[src/rtl/memory_pkg.sv]
// Shared memory-subsystem types for the L1 D-cache and its MSHR controller.
package memory_pkg;

    localparam int LINE_ADDR_W      = 26;
    localparam int L1C_MSHR_ENTRIES = 4;

    typedef logic [LINE_ADDR_W-1:0]                  line_addr_t;
    typedef logic [$clog2(L1C_MSHR_ENTRIES+1)-1:0]   mshr_pending_req_t;

    typedef enum logic [1:0] {
        RUN   = 2'd0,
        DRAIN = 2'd1,
        CLEAR = 2'd2
    } mshr_ctrl_state_e;

endpackage

[src/rtl/dcache_mshr_ctrl.sv]
// L1 D-cache MSHR sequencer: merges/allocates misses, issues L2C line requests,
// retires answers and runs the drain-then-clear flush sequence.
module dcache_mshr_ctrl
    import memory_pkg::*;
#(
    parameter int MAX_OUTSTANDING = L1C_MSHR_ENTRIES
) (
    input  logic              clk_i,
    input  logic              rst_ni,

    input  logic              miss_valid_i,
    input  line_addr_t        miss_line_addr_i,
    output logic              miss_ready_o,

    input  logic              flush_i,
    output logic              flush_done_o,
    output logic              err_o,

    output line_addr_t        mshr_line_addr_o,
    output logic              mshr_clr_all_o,
    output logic              mshr_add_line_addr_o,
    output logic              mshr_put_wait_o,
    output logic              mshr_clr_hit_line_o,
    input  logic              mshr_hit_i,
    input  logic              mshr_req_available_i,
    input  logic              mshr_full_i,
    input  mshr_pending_req_t mshr_pending_req_i,
    input  line_addr_t        mshr_l2c_line_addr_i,

    output logic              l2c_req_valid_o,
    input  logic              l2c_req_ready_i,
    output line_addr_t        l2c_req_line_addr_o,

    input  logic              l2c_ans_valid_i,
    input  line_addr_t        l2c_ans_line_addr_i,
    output logic              l2c_ans_ready_o
);

    localparam mshr_pending_req_t MAX_PEND = mshr_pending_req_t'(MAX_OUTSTANDING);

    mshr_ctrl_state_e r_state;
    mshr_ctrl_state_e w_state_nxt;
    logic             r_req_valid;
    line_addr_t       r_req_line_addr;
    logic             r_err;

    logic w_ans_hs;
    logic w_miss_eval;
    logic w_add;
    logic w_clr_hit;
    logic w_issue;

    // The single compare port serves the answer when one is present, the miss otherwise.
    assign mshr_line_addr_o = l2c_ans_valid_i ? l2c_ans_line_addr_i : miss_line_addr_i;

    assign l2c_ans_ready_o = (r_state != CLEAR);
    assign w_ans_hs        = l2c_ans_valid_i && l2c_ans_ready_o;
    assign w_clr_hit       = w_ans_hs && mshr_hit_i;

    // Misses only see the compare port when no answer is using it.
    assign w_miss_eval  = (r_state == RUN) && !flush_i && !l2c_ans_valid_i;
    assign miss_ready_o = w_miss_eval && (mshr_hit_i || !mshr_full_i);
    assign w_add        = w_miss_eval && miss_valid_i && !mshr_hit_i && !mshr_full_i;

    assign w_issue = (r_state == RUN) && !flush_i && mshr_req_available_i
                   && (mshr_pending_req_i < MAX_PEND)
                   && (!r_req_valid || l2c_req_ready_i)
                   && !w_add && !w_clr_hit;

    assign mshr_clr_all_o       = (r_state == CLEAR);
    assign mshr_add_line_addr_o = w_add;
    assign mshr_put_wait_o      = w_issue;
    assign mshr_clr_hit_line_o  = w_clr_hit;

    assign flush_done_o        = (r_state == CLEAR);
    assign err_o               = r_err;
    assign l2c_req_valid_o     = r_req_valid;
    assign l2c_req_line_addr_o = r_req_line_addr;

    always_comb begin
        // NOTE: default first so every path assigns w_state_nxt and no latch is inferred.
        w_state_nxt = r_state;
        case (r_state)
            RUN:   if (flush_i) w_state_nxt = DRAIN;
            DRAIN: if ((mshr_pending_req_i == '0) && !r_req_valid && !l2c_ans_valid_i)
                       w_state_nxt = CLEAR;
            CLEAR: w_state_nxt = RUN;
            default: w_state_nxt = RUN;
        endcase
    end

    always_ff @(posedge clk_i or negedge rst_ni) begin
        if (!rst_ni) begin
            // NOTE: non-blocking assignments for all sequential state to avoid ordering races.
            r_state         <= RUN;
            r_req_valid     <= 1'b0;
            r_req_line_addr <= '0;
            r_err           <= 1'b0;
        end else begin
            r_state <= w_state_nxt;
            if (w_issue) begin
                r_req_valid     <= 1'b1;
                r_req_line_addr <= mshr_l2c_line_addr_i;
            end else if (l2c_req_ready_i) begin
                r_req_valid <= 1'b0;
            end
            if (w_ans_hs && !mshr_hit_i) r_err <= 1'b1;
        end
    end

endmodule

[config.mk]
export PLATFORM = sky130hd
export DESIGN_NAME = dcache_mshr_ctrl
export DESIGN_NICKNAME = d
export VERILOG_FILES = /design/src/rtl/memory_pkg.sv /design/src/rtl/dcache_mshr_ctrl.sv
export SDC_FILE = /design/constraint.sdc
export NUM_CORES = 1
export LEC_CHECK = 0
export ABC_AREA = 1
export CORE_MARGIN = 5
export CORE_UTILIZATION = 28
export DETAILED_ROUTE_END_ITERATION = 6
export PLACE_DENSITY_LB_ADDON = 0.1
export SYNTH_ARGS = -nofsm -noshare
export SYNTH_HDL_FRONTEND = slang
export SYNTH_SLANG_ARGS = --single-unit
export TNS_END_PERCENT = 20
[constraint.sdc]
create_clock -name clk_i -period 3.76 [get_ports clk_i]
set_input_delay 1.128 -clock clk_i [delete_from_list [all_inputs] [get_ports clk_i]]
set_output_delay 1.128 -clock clk_i [all_outputs]
set_load 0.02 [all_outputs]
==> reports/results.tsv, run 1 <==
stage	metric	value	unit
final_layout	final_cell_mix	nand2_1 (137), clkdlybuf4s50_1 (123), dfrtp_1 (30), nand3_1 (28), dlygate4sd2_1 (15)	
synth	synth_cell_type_count	21	
detailed_routing	via_per_inst	4.287	
critical_path	cp.arrival	2.62	ns
synth	ys_top_cells_by_area	dfrtp_1 (45%), nand2_1 (31%), nand3_1 (8.3%)	
power_and_ir_drop	p_leak	1.834	nW
critical_path	critical_path.top_delay_family	buffers and inverters	
timing	relSlewSlack	74.42	%
detailed_routing	drtAntennaViolNets	0	
critical_path	crit_path_cell_trace	clkdlybuf4s50_1 -> buf_6 -> nand2_1 -> nand2_1 -> clkdlybuf4s50_1	
floorplanning	pin_count	151	
final_layout	diodes	0	
timing	tightest_slew	0.3838	ns
critical_path	max_stage_delay	0.61	ns
synth	seq_area_frac_synth	44.54	%
detailed_routing	drt_pass1_iterations	4	
grt	grtUsageTotal	15.73	%
timing	fin_ws	0.01499	ns
grt	busiest_layer	met2	
clocking	clk_pin_slew	0.06	ns
grt	met2_usage	26.64	%
critical_path	slowest_stage	clkdlybuf4s50_1	
timing	layout_min_cycle_time	3.745	ns
floorplanning	fp.dieW	87.59	um
power_and_ir_drop	clkPwrFrac	18.8	%
clocking	clockBufferDepth	2	
synth	syn_inst	239	
worst_hold_path	worst_hold_path_type	reg -> reg	
grt	met3_usage	6.867	%
placement	dp_slack	-0.06989	ns
grt	grt_pass1_vias	2052	
flow_run	maxCapViolations	0	
critical_path	critPathKind	in -> out	
timing	timing.final.setup_violations	0	
grt	grt_pass1_wl	9425	um
floorplanning	start_util	28.64	%
critical_path	cp_num_buf_inv	3	
floorplanning	rows	28	
synth	ys_warn_count	0	
timing	setup_tns	0	ns
placement	dp_hpwl	4900	um
clocking	cts_buffers	5	
synth	postSynthAreaPerCell	7.052	um^2
timing	finClkSkew	0.003783	ns
synth	yosysTopAreaCell	dfrtp_1	
synth	synthesis.area	0.001685	mm^2
detailed_routing	dr.first_iter.drc_count	78	
clocking	postCtsSetupRepairBufs	0	
grt	grt_max_degree	31	
detailed_routing	vias	2019	
grt	grtUsageMet1	17.30	%
clocking	root_buffer	clkbuf_8	
timing	finalHoldViolCount	0	
grt	grt_overflow_total	0	
timing	fmax	267.0	MHz
critical_path	crit_cells	5	
timing	min_period_over_period	99.60	%
critical_path	crit_path_end_kind	primary output	
worst_hold_path	holdPathStages	2	
detailed_routing	drcViolationCount	0	
power_and_ir_drop	p_seq_share	31.3	%
detailed_routing	routed_wl	6117	um
detailed_routing	post_drt_wl_per_cell	12.99	um
final_layout	area_delta_synth_final	103.3	%
power_and_ir_drop	p_sw_share	35.87	%
clocking	clock-sinks	30	
final_layout	drive_gt1_share	7.828	%
status	status	complete, no violations	
power_and_ir_drop	ir_drop	327.6	uV
synth	synth_seq_cells	30	
clocking	cts_hold_buf	0	
timing	slew_viol_final	0	
synth	synth_top_cell_area_share	44.54	%
critical_path	startpoint_type	input port	
final_layout	fin_util	58.21	%
floorplanning	die-height	87.59	um
power_and_ir_drop	power_density	511.3	mW/mm^2
synth	syn-num-nets	329	
floorplanning	fp.coreArea	0.005886	mm^2
floorplanning	dieArea	0.007671	mm^2
grt	antenna_found_initial	0	
placement	place_congestion	0.7895	
critical_path	cp_data_required_time	2.63	ns
placement	port_buffers	150	
clocking	cts_tree	built	
power_and_ir_drop	p_comb_share	49.9	%
final_layout	layout_commonest_cell	nand2_1	
final_layout	finalNetCount	486	
critical_path	r2r_cells	8	
timing	rsz0062_at_grt	true	
critical_path	crit_fanout	26	
clocking	h-tree-depth	2	
clocking	clk_latency	0.28	ns
power_and_ir_drop	p_sw	0.6283	mW
power_and_ir_drop	internal-power	1.123	mW
-- cell families (layout without fill, tap and decap cells) --
| group | after synthesis | in the layout | share of synthesized area, % |
|---|---|---|---|
| buffers and inverters | 26 | 183 | 8.166 |
| flip-flops | 30 | 30 | 44.54 |
| AO/OA/AOI/OAI | 2 | 2 | 0.9654 |
| AND/OR/NAND/NOR | 181 | 181 | 46.32 |
-- flip-flops by register name, indices dropped and copies added, names as in the netlist --
signal	flops
l2c_req_line_addr_o	26
err_o	1
l2c_req_valid_o	1
r_state	2
-- final timing paths --
kind                                        start                 endpoint  slack [ns]
setup reg to reg                       r_state[1]  l2c_req_line_addr_o[19]        2.21
hold / removal             l2c_req_line_addr_o[8]   l2c_req_line_addr_o[8]        0.47
setup / recovery                  l2c_ans_valid_i     mshr_line_addr_o[11]        0.01
min in group asynchronous                  rst_ni  l2c_req_line_addr_o[24]        1.24
max in group asynchronous                  rst_ni                    err_o        2.24
hold reg to reg            l2c_req_line_addr_o[8]   l2c_req_line_addr_o[8]        0.47
-- power by group through the flow --
stage / registers (mW) / logic (mW) / clock network [mW]
2_1_floorplan: 0.736 / 0.216 / 0
3_3_place_gp: 0.553 / 0.889 / 0
3_5_place_dp: 0.555 / 0.897 / 0
4_1_cts: 0.550 / 0.891 / 0.340
5_1_grt: 0.574 / 0.944 / 0.350
6_report: 0.549 / 0.874 / 0.329
-- per-stage QoR --
stage          cells  power [mW]  hold WS (ns)  area [um^2]
3_5_place_dp     464       1.452        0.4568         3298
5_1_grt          471       1.868        0.4919         3426
3_3_place_gp     464       1.442        0.4522         3298
6_report         471       1.752        0.4676         3426
2_1_floorplan    239      0.9526        0.4898         1685
4_1_cts          471       1.780        0.4729         3396
-- per-layer routing --
metal  routed length (um)  vias to the layer above
met1                 2371                      863
met2                 2876                      104
met4                   89                        0
met3                  780                        9
met5                    0                        -
li1                     -                     1043
-- timing repair --
action	4_1_cts	5_1_grt
gates resized for setup	16	12
endpoints found under the setup margin	28	15
cloned	0	0
-- synth_stat cells --
library cell  number
a211oi_1           1
buf_4              1
nand2_2            3
buf_6              4
nand2_1          137
inv_2              1
nand3_4            1
buf_2              5
nor2_2             2
nand3_1           28
clkbuf_1           2
nand2_4            1
nor2_4             1
nor2_8             1
a31o_2             1
dfrtp_1           30
nand3_2            1
nor2_1             4
inv_1             11
nor3_1             2
clkinv_1           2
-- cell type report --
cell class	count	area (um^2)
tap	75	93.84
sequential	30	750.7
multi-input combinational	183	797.0
inverter	14	52.55
clock inverter	1	30.03
fill	551	2460
timing repair buffer	162	1619
clock buffer	6	82.58
-- tightest hold or removal path, cell delays in order (launching register included) --
cell and delay (ns):
dfrtp_1 0.34, nand2_1 0.05, nand2_1 0.05
Note: power is estimated with default switching activity, not from simulation.
==> inputs of run 2 (changes only) <==
--- a/config.mk
+++ b/config.mk
@@ -8,6 +8,7 @@
 export ABC_AREA = 1
 export CORE_MARGIN = 5
 export CORE_UTILIZATION = 28
+export CTS_CLUSTER_DIAMETER = 60
 export DETAILED_ROUTE_END_ITERATION = 6
 export PLACE_DENSITY_LB_ADDON = 0.1
 export SYNTH_ARGS = -nofsm -noshare
==> results of run 2 <==
No change in the layout: final DEF, timing and power equal those of run 1.
==> RTL edit 1: new RTL, settings of run 1 <==
The package constant `L1C_MSHR_ENTRIES` goes from 4 to 2.
--- a/src/rtl/memory_pkg.sv
+++ b/src/rtl/memory_pkg.sv
@@ -4,3 +4,3 @@
     localparam int LINE_ADDR_W      = 26;
-    localparam int L1C_MSHR_ENTRIES = 4;
+    localparam int L1C_MSHR_ENTRIES = 2;
 
Ports: changed (resized mshr_pending_req_i); port bits go from 151 to 150. The function was not compared with the original's and may differ.
==> RTL edit 1 against run 1 <==
Non-clock buffer count is 2 lower. Maximum frequency is 5.6% higher. Power is 4.3% lower. Sequential power hardly changed. Routed wire length is 0.47% higher. Via count is 0.94% higher. Clock skew is 0.0013 ns higher. Setup slack better by 0.20 ns. Utilization is 1.4 points lower. Sequential cell count stayed put. Final area is 2.4% lower. Combinational power is 2% lower. Synthesized area hardly changed.
==> RTL edit 1: results (changes against run 1) <==
Run status
  – Status: complete, no violations

Global route
  – Gr usage total: 0.1614 (+0.004104)
  – Vias in the first global route: 2158 (+5.2%)

Power and ir drop
  – Sw Ratio: 0.3789 (+0.02021)
  – Cell leakage power: 1.729 nW (-5.7%)
  – Clock power share: 0.161 (-0.027)
  – Worst VDD drop: 320.0 µV (-2.3%)
  – Clk. pwr: 0.269 mW (-18%)
  – Seq pwr share: 0.326 (+0.013)

Synthesis
  – Post-Synthesis Net Count: 328 (-0.30%)
  – Post-synthesis sequential area ratio: 0.4458 (about the same)
  – Top post-synthesis cells by area: dfrtp_1, nand2_1, nand3_1
  – Commonest cells post-synth: nand2_1, dfrtp_1, nand3_1

Place
  – Post-DP HPWL: 4.950 mm (+1.0%)
  – Dpl cells: 462 (-0.43%)
  – Post-Place Worst Slack: -0.07187 ns (-0.001982 ns)

Finish
  – Cell Count, Final, Fillers Out: 470 (-0.21%)
  – Layout Nets: 483 (-0.62%)
  – # fillers: 602 (+9.3%)
  – Fraction of layout cells with a size suffix above 1: 0.07848 (+0.0001982)
  – Cell area after layout: 3344 µm² (-2.4%)

STA
  – Max_slew headroom: 0.7467 (+0.002574)
  – Max Fclk: 281.8 MHz (+5.6%)
  – Worst hold slack: 0.4708 ns (+0.003133 ns)
  – Clk_skew: 0.005050 ns (+0.001267 ns)

Route
  – First DRT Iteration DRCs: 42 (-46%)
  – Final WL: 6.146 mm (+0.47%)
  – DR vias/cell: 4.336 (+1.2%)

Clock network
  – Latest clock arrival within the worst-skew pair: 0.28 ns (about the same)
  – Worst-path clk slew: roughly 0.070 ns

Setup path
  – Crit Reg-Reg Startpoint: r_state[1]
  – FF-to-FF path depth: 8 (unchanged)
  – Worst R2R End: l2c_req_line_addr_o[20]
  – Worst path arrival time: 2.42 ns (-0.20 ns)
  – Worst path max stage delay: 0.52 ns (-0.09 ns)

Worst hold path
  – HP Start: l2c_req_line_addr_o[1]
  – Hold Path End: l2c_req_line_addr_o[1]
RTL edit 1: cell types whose count changed in the layout (fill, tap and decap cells not counted):
cell / delta
clkdlybuf4s50_1: -4
nor3_1: -1
buf_4: -1
dlygate4sd2_1: +14
clkinv_2: +1
nor2_1: +1
bufinv_16: -1
dlymetal6s2s_1: -11
clkinvlp_4: +1
RTL edit 1: kinds of logic after synthesis:
kind of cell | count (synthesis) | synth area share
AND/OR/NAND/NOR | 181 | 0.4628
flip-flops | 30 | 0.4458
buffers and inverters | 26 | 0.08172
AO/OA/AOI/OAI | 2 | 0.009661
RTL edit 1: how the worst max path moves through the flow:
stage,from,end,cells past startpoint
after global routing,mshr_hit_i,mshr_put_wait_o,8
after floorplan,mshr_hit_i,mshr_put_wait_o,7
after global placement,mshr_req_available_i,mshr_put_wait_o,8
after CTS,l2c_ans_valid_i,mshr_clr_hit_line_o,5
final,l2c_ans_valid_i,mshr_line_addr_o[15],6
after detailed placement,l2c_ans_valid_i,mshr_line_addr_o[4],5
RTL edit 1: cell type report:
cell class | count | share of cell area
flip-flops and latches | 30 | 0.2245
clock buffers | 6 | 0.02469
inverters | 14 | 0.01571
repair buffers | 160 | 0.4654
clock inverters | 2 | 0.003741
multi-input cells | 183 | 0.2379
well taps | 75 | 0.02806
RTL edit 1: routing by layer:
metal  up-vias  GRT usage  routed length, µm
met5         -          0                  0
met3         8    0.08278                820
met2       100     0.2829               2944
li1       1039          -                  -
met4         0    0.05858                 92
met1       891     0.1642               2289
RTL edit 1: repair_timing:
| action | in CTS | in global routing |
|---|---|---|
| resized for setup | 30 | 1 |
| setup endpoints to repair | 29 | 1 |
| hold endpoints to repair | 0 | 0 |
RTL edit 1: worst max-delay path: cells and delay by family:
kind,cells,cell delay (ns)
simple gates,2,0.10
buf+inv,4,1.18
==> RTL edit 2: new RTL, settings of run 1 <==
Made on the original files. Register the output `err_o` once more, with the module's reset; this adds one clock of latency there. The other outputs are not delayed to match.
--- a/src/rtl/dcache_mshr_ctrl.sv
+++ b/src/rtl/dcache_mshr_ctrl.sv
@@ -75,3 +75,9 @@
     assign flush_done_o        = (r_state == CLEAR);
-    assign err_o               = r_err;
+    always_ff @(posedge clk_i or negedge rst_ni) begin
+        if (!rst_ni) begin
+            err_o <= '0;
+        end else begin
+            err_o <= r_err;
+        end
+    end
     assign l2c_req_valid_o     = r_req_valid;
Behaviour: not the same (Yosys sat finds a counterexample within 4 cycles, from zero or initial values and one cycle with rst_ni low).
==> RTL edit 2 against run 1 <==
Routed wire length up 2.8%. Maximum frequency barely moved. Largest power group unchanged. Power is 0.86% higher. Final area shrank 0.15%. Synthesized area increased by 1.5%. Sequential cell count grew 1. Setup slack worse by 0.0030 ns. Non-clock buffer count fell by 1.
==> RTL edit 2: results (changes against run 1) <==
Run status
  – Status: complete, no violations

Clock network
  – CTS root buf: clkbuf_8
  – Clock sinks: 31 (+3.3%)
  – H-tree levels: 2 (unchanged)
  – CTS buffer count: 5 (unchanged)

Synthesis
  – Post-Synthesis Net Count: 330 (+0.30%)
  – Syn_area_per_cell: 7.127 µm² (+1.1%)
  – Top post-synthesis cells by area: dfrtp_1, nand2_1, nand3_1
  – Commonest cells post-synth: nand2_1, dfrtp_1, nand3_1
  – Post-synthesis sequential area ratio: 0.4535 (+0.008114)

Finish
  – Multi-input gate area: 797.0 µm² (unchanged)
  – # clk buffers: 6 (unchanged)
  – # fillers: 553 (+0.36%)
  – Signal inverters: 14 (unchanged)
  – Layout Nets: 486 (unchanged)
  – Cell Count, Final, Fillers Out: 472 (+0.21%)
  – Antenna cells: 0 (unchanged)
  – Signal buf overhead: 0.4631 (-0.009548)
  – Number of non-clock buffers: 161 (-0.62%)
  – Sequential Area: 775.7 µm² (+3.3%)
  – #MultiIn Comb: 183 (unchanged)
  – Clock buf/inv share: 0.03438 (+0.001511)
  – Area grow syn2layout: 100.0%
  – Fraction of layout cells with a size suffix above 1: 0.07809 (-0.0001972)

Worst hold path
  – HP Start: r_err
  – Hold Path End: err_o
  – Hold Path Depth: 0 (-2)

Setup path
  – CP startpoint: l2c_ans_valid_i
  – CP max stage cell: clkdlybuf4s50_1
  – Worst R2R End: l2c_req_line_addr_o[5]
  – Worst path max stage delay: 0.60 ns
  – Worst setup path end: mshr_line_addr_o[15]
  – R2R setup slack: 2.31 ns (+0.10 ns)
  – Worst path arrival time: 2.62 ns (about the same)
  – Crit Reg-Reg Startpoint: r_state[1]
  – Crit path max fanout: 21 (-19%)
  – FF-to-FF path depth: 7 (-1)

Place
  – Gp weighted congestion: 0.7509 (-4.9%)
  – Area after DPL: 3328 µm² (+0.91%)
  – Post-DP HPWL: 5.165 mm (+5.4%)
  – Post-Place Worst Slack: -0.08180 ns (-0.01191 ns)

Power and ir drop
  – Cell leakage power: 1.758 nW (-4.1%)
  – Clk. pwr: 0.335 mW (+2%)
  – Comb pwr share: 0.490 (-0.009)
  – Pwr Total: 1.767 mW (+0.86%)
  – NetSw: 0.6362 mW (+1.3%)
  – Worst VDD drop: 301.8 µV (-7.9%)

Route
  – First DRT Iteration DRCs: 38 (-51%)
  – DR vias/cell: 4.307 (+0.48%)
  – Routed len/inst: 13.32 µm (+2.6%)

Global route
  – Gr usage total: 0.1612 (+0.003865)
  – Initial antenna violation count: 0 (unchanged)
  – First-pass GRT wire length: 9.708 mm (+3.0%)
  – Pin count of the biggest net entering global routing: 32 (+3.2%)
  – Vias in the first global route: 2034 (-0.88%)

Floorplanning
  – Die Wd: 88.16 µm (+0.65%)

STA
  – Clk_skew: 0.003359 ns (-0.0004238 ns)
  – Slew Limit Fails: 0 (unchanged)
  – Slew @ Worst Pin: 0.4047 ns (+0.02096 ns)
  – Worst hold slack: 0.3805 ns (-0.08711 ns)
==> RTL edit 2: changes by cell type in the layout (fill, tap and decap cells not counted) <==
| cell | delta |
|---|---|
| buf_12 | +1 |
| buf_4 | -1 |
| buf_6 | -1 |
| clkdlybuf4s50_1 | +1 |
| clkinv_2 | +1 |
| dfrtp_1 | +1 |
| dlygate4sd2_1 | +9 |
| dlymetal6s2s_1 | -10 |
==> RTL edit 2: metal layers <==
layer  track usage  up-vias  wire (µm)
met4       0.04121        0         39
li1              -     1044          -
met5             0        -          0
met2        0.2870       99       3070
met1        0.1622      888       2233
met3       0.09219        2        944
==> RTL edit 2: logic make-up (layout without fill, tap and decap cells) <==
| logic type | count (synthesis) | in the layout | synth area share |
|---|---|---|---|
| flops | 31 | 31 | 0.4535 |
| compound gates | 2 | 2 | 0.009512 |
| buf+inv | 26 | 183 | 0.08047 |
| simple gates | 181 | 181 | 0.4565 |
==> RTL edit 2: repair_timing <==
action,CTS,global route
setup endpoints to repair,28,6
hold endpoints to repair,0,0
gates resized for setup,24,2
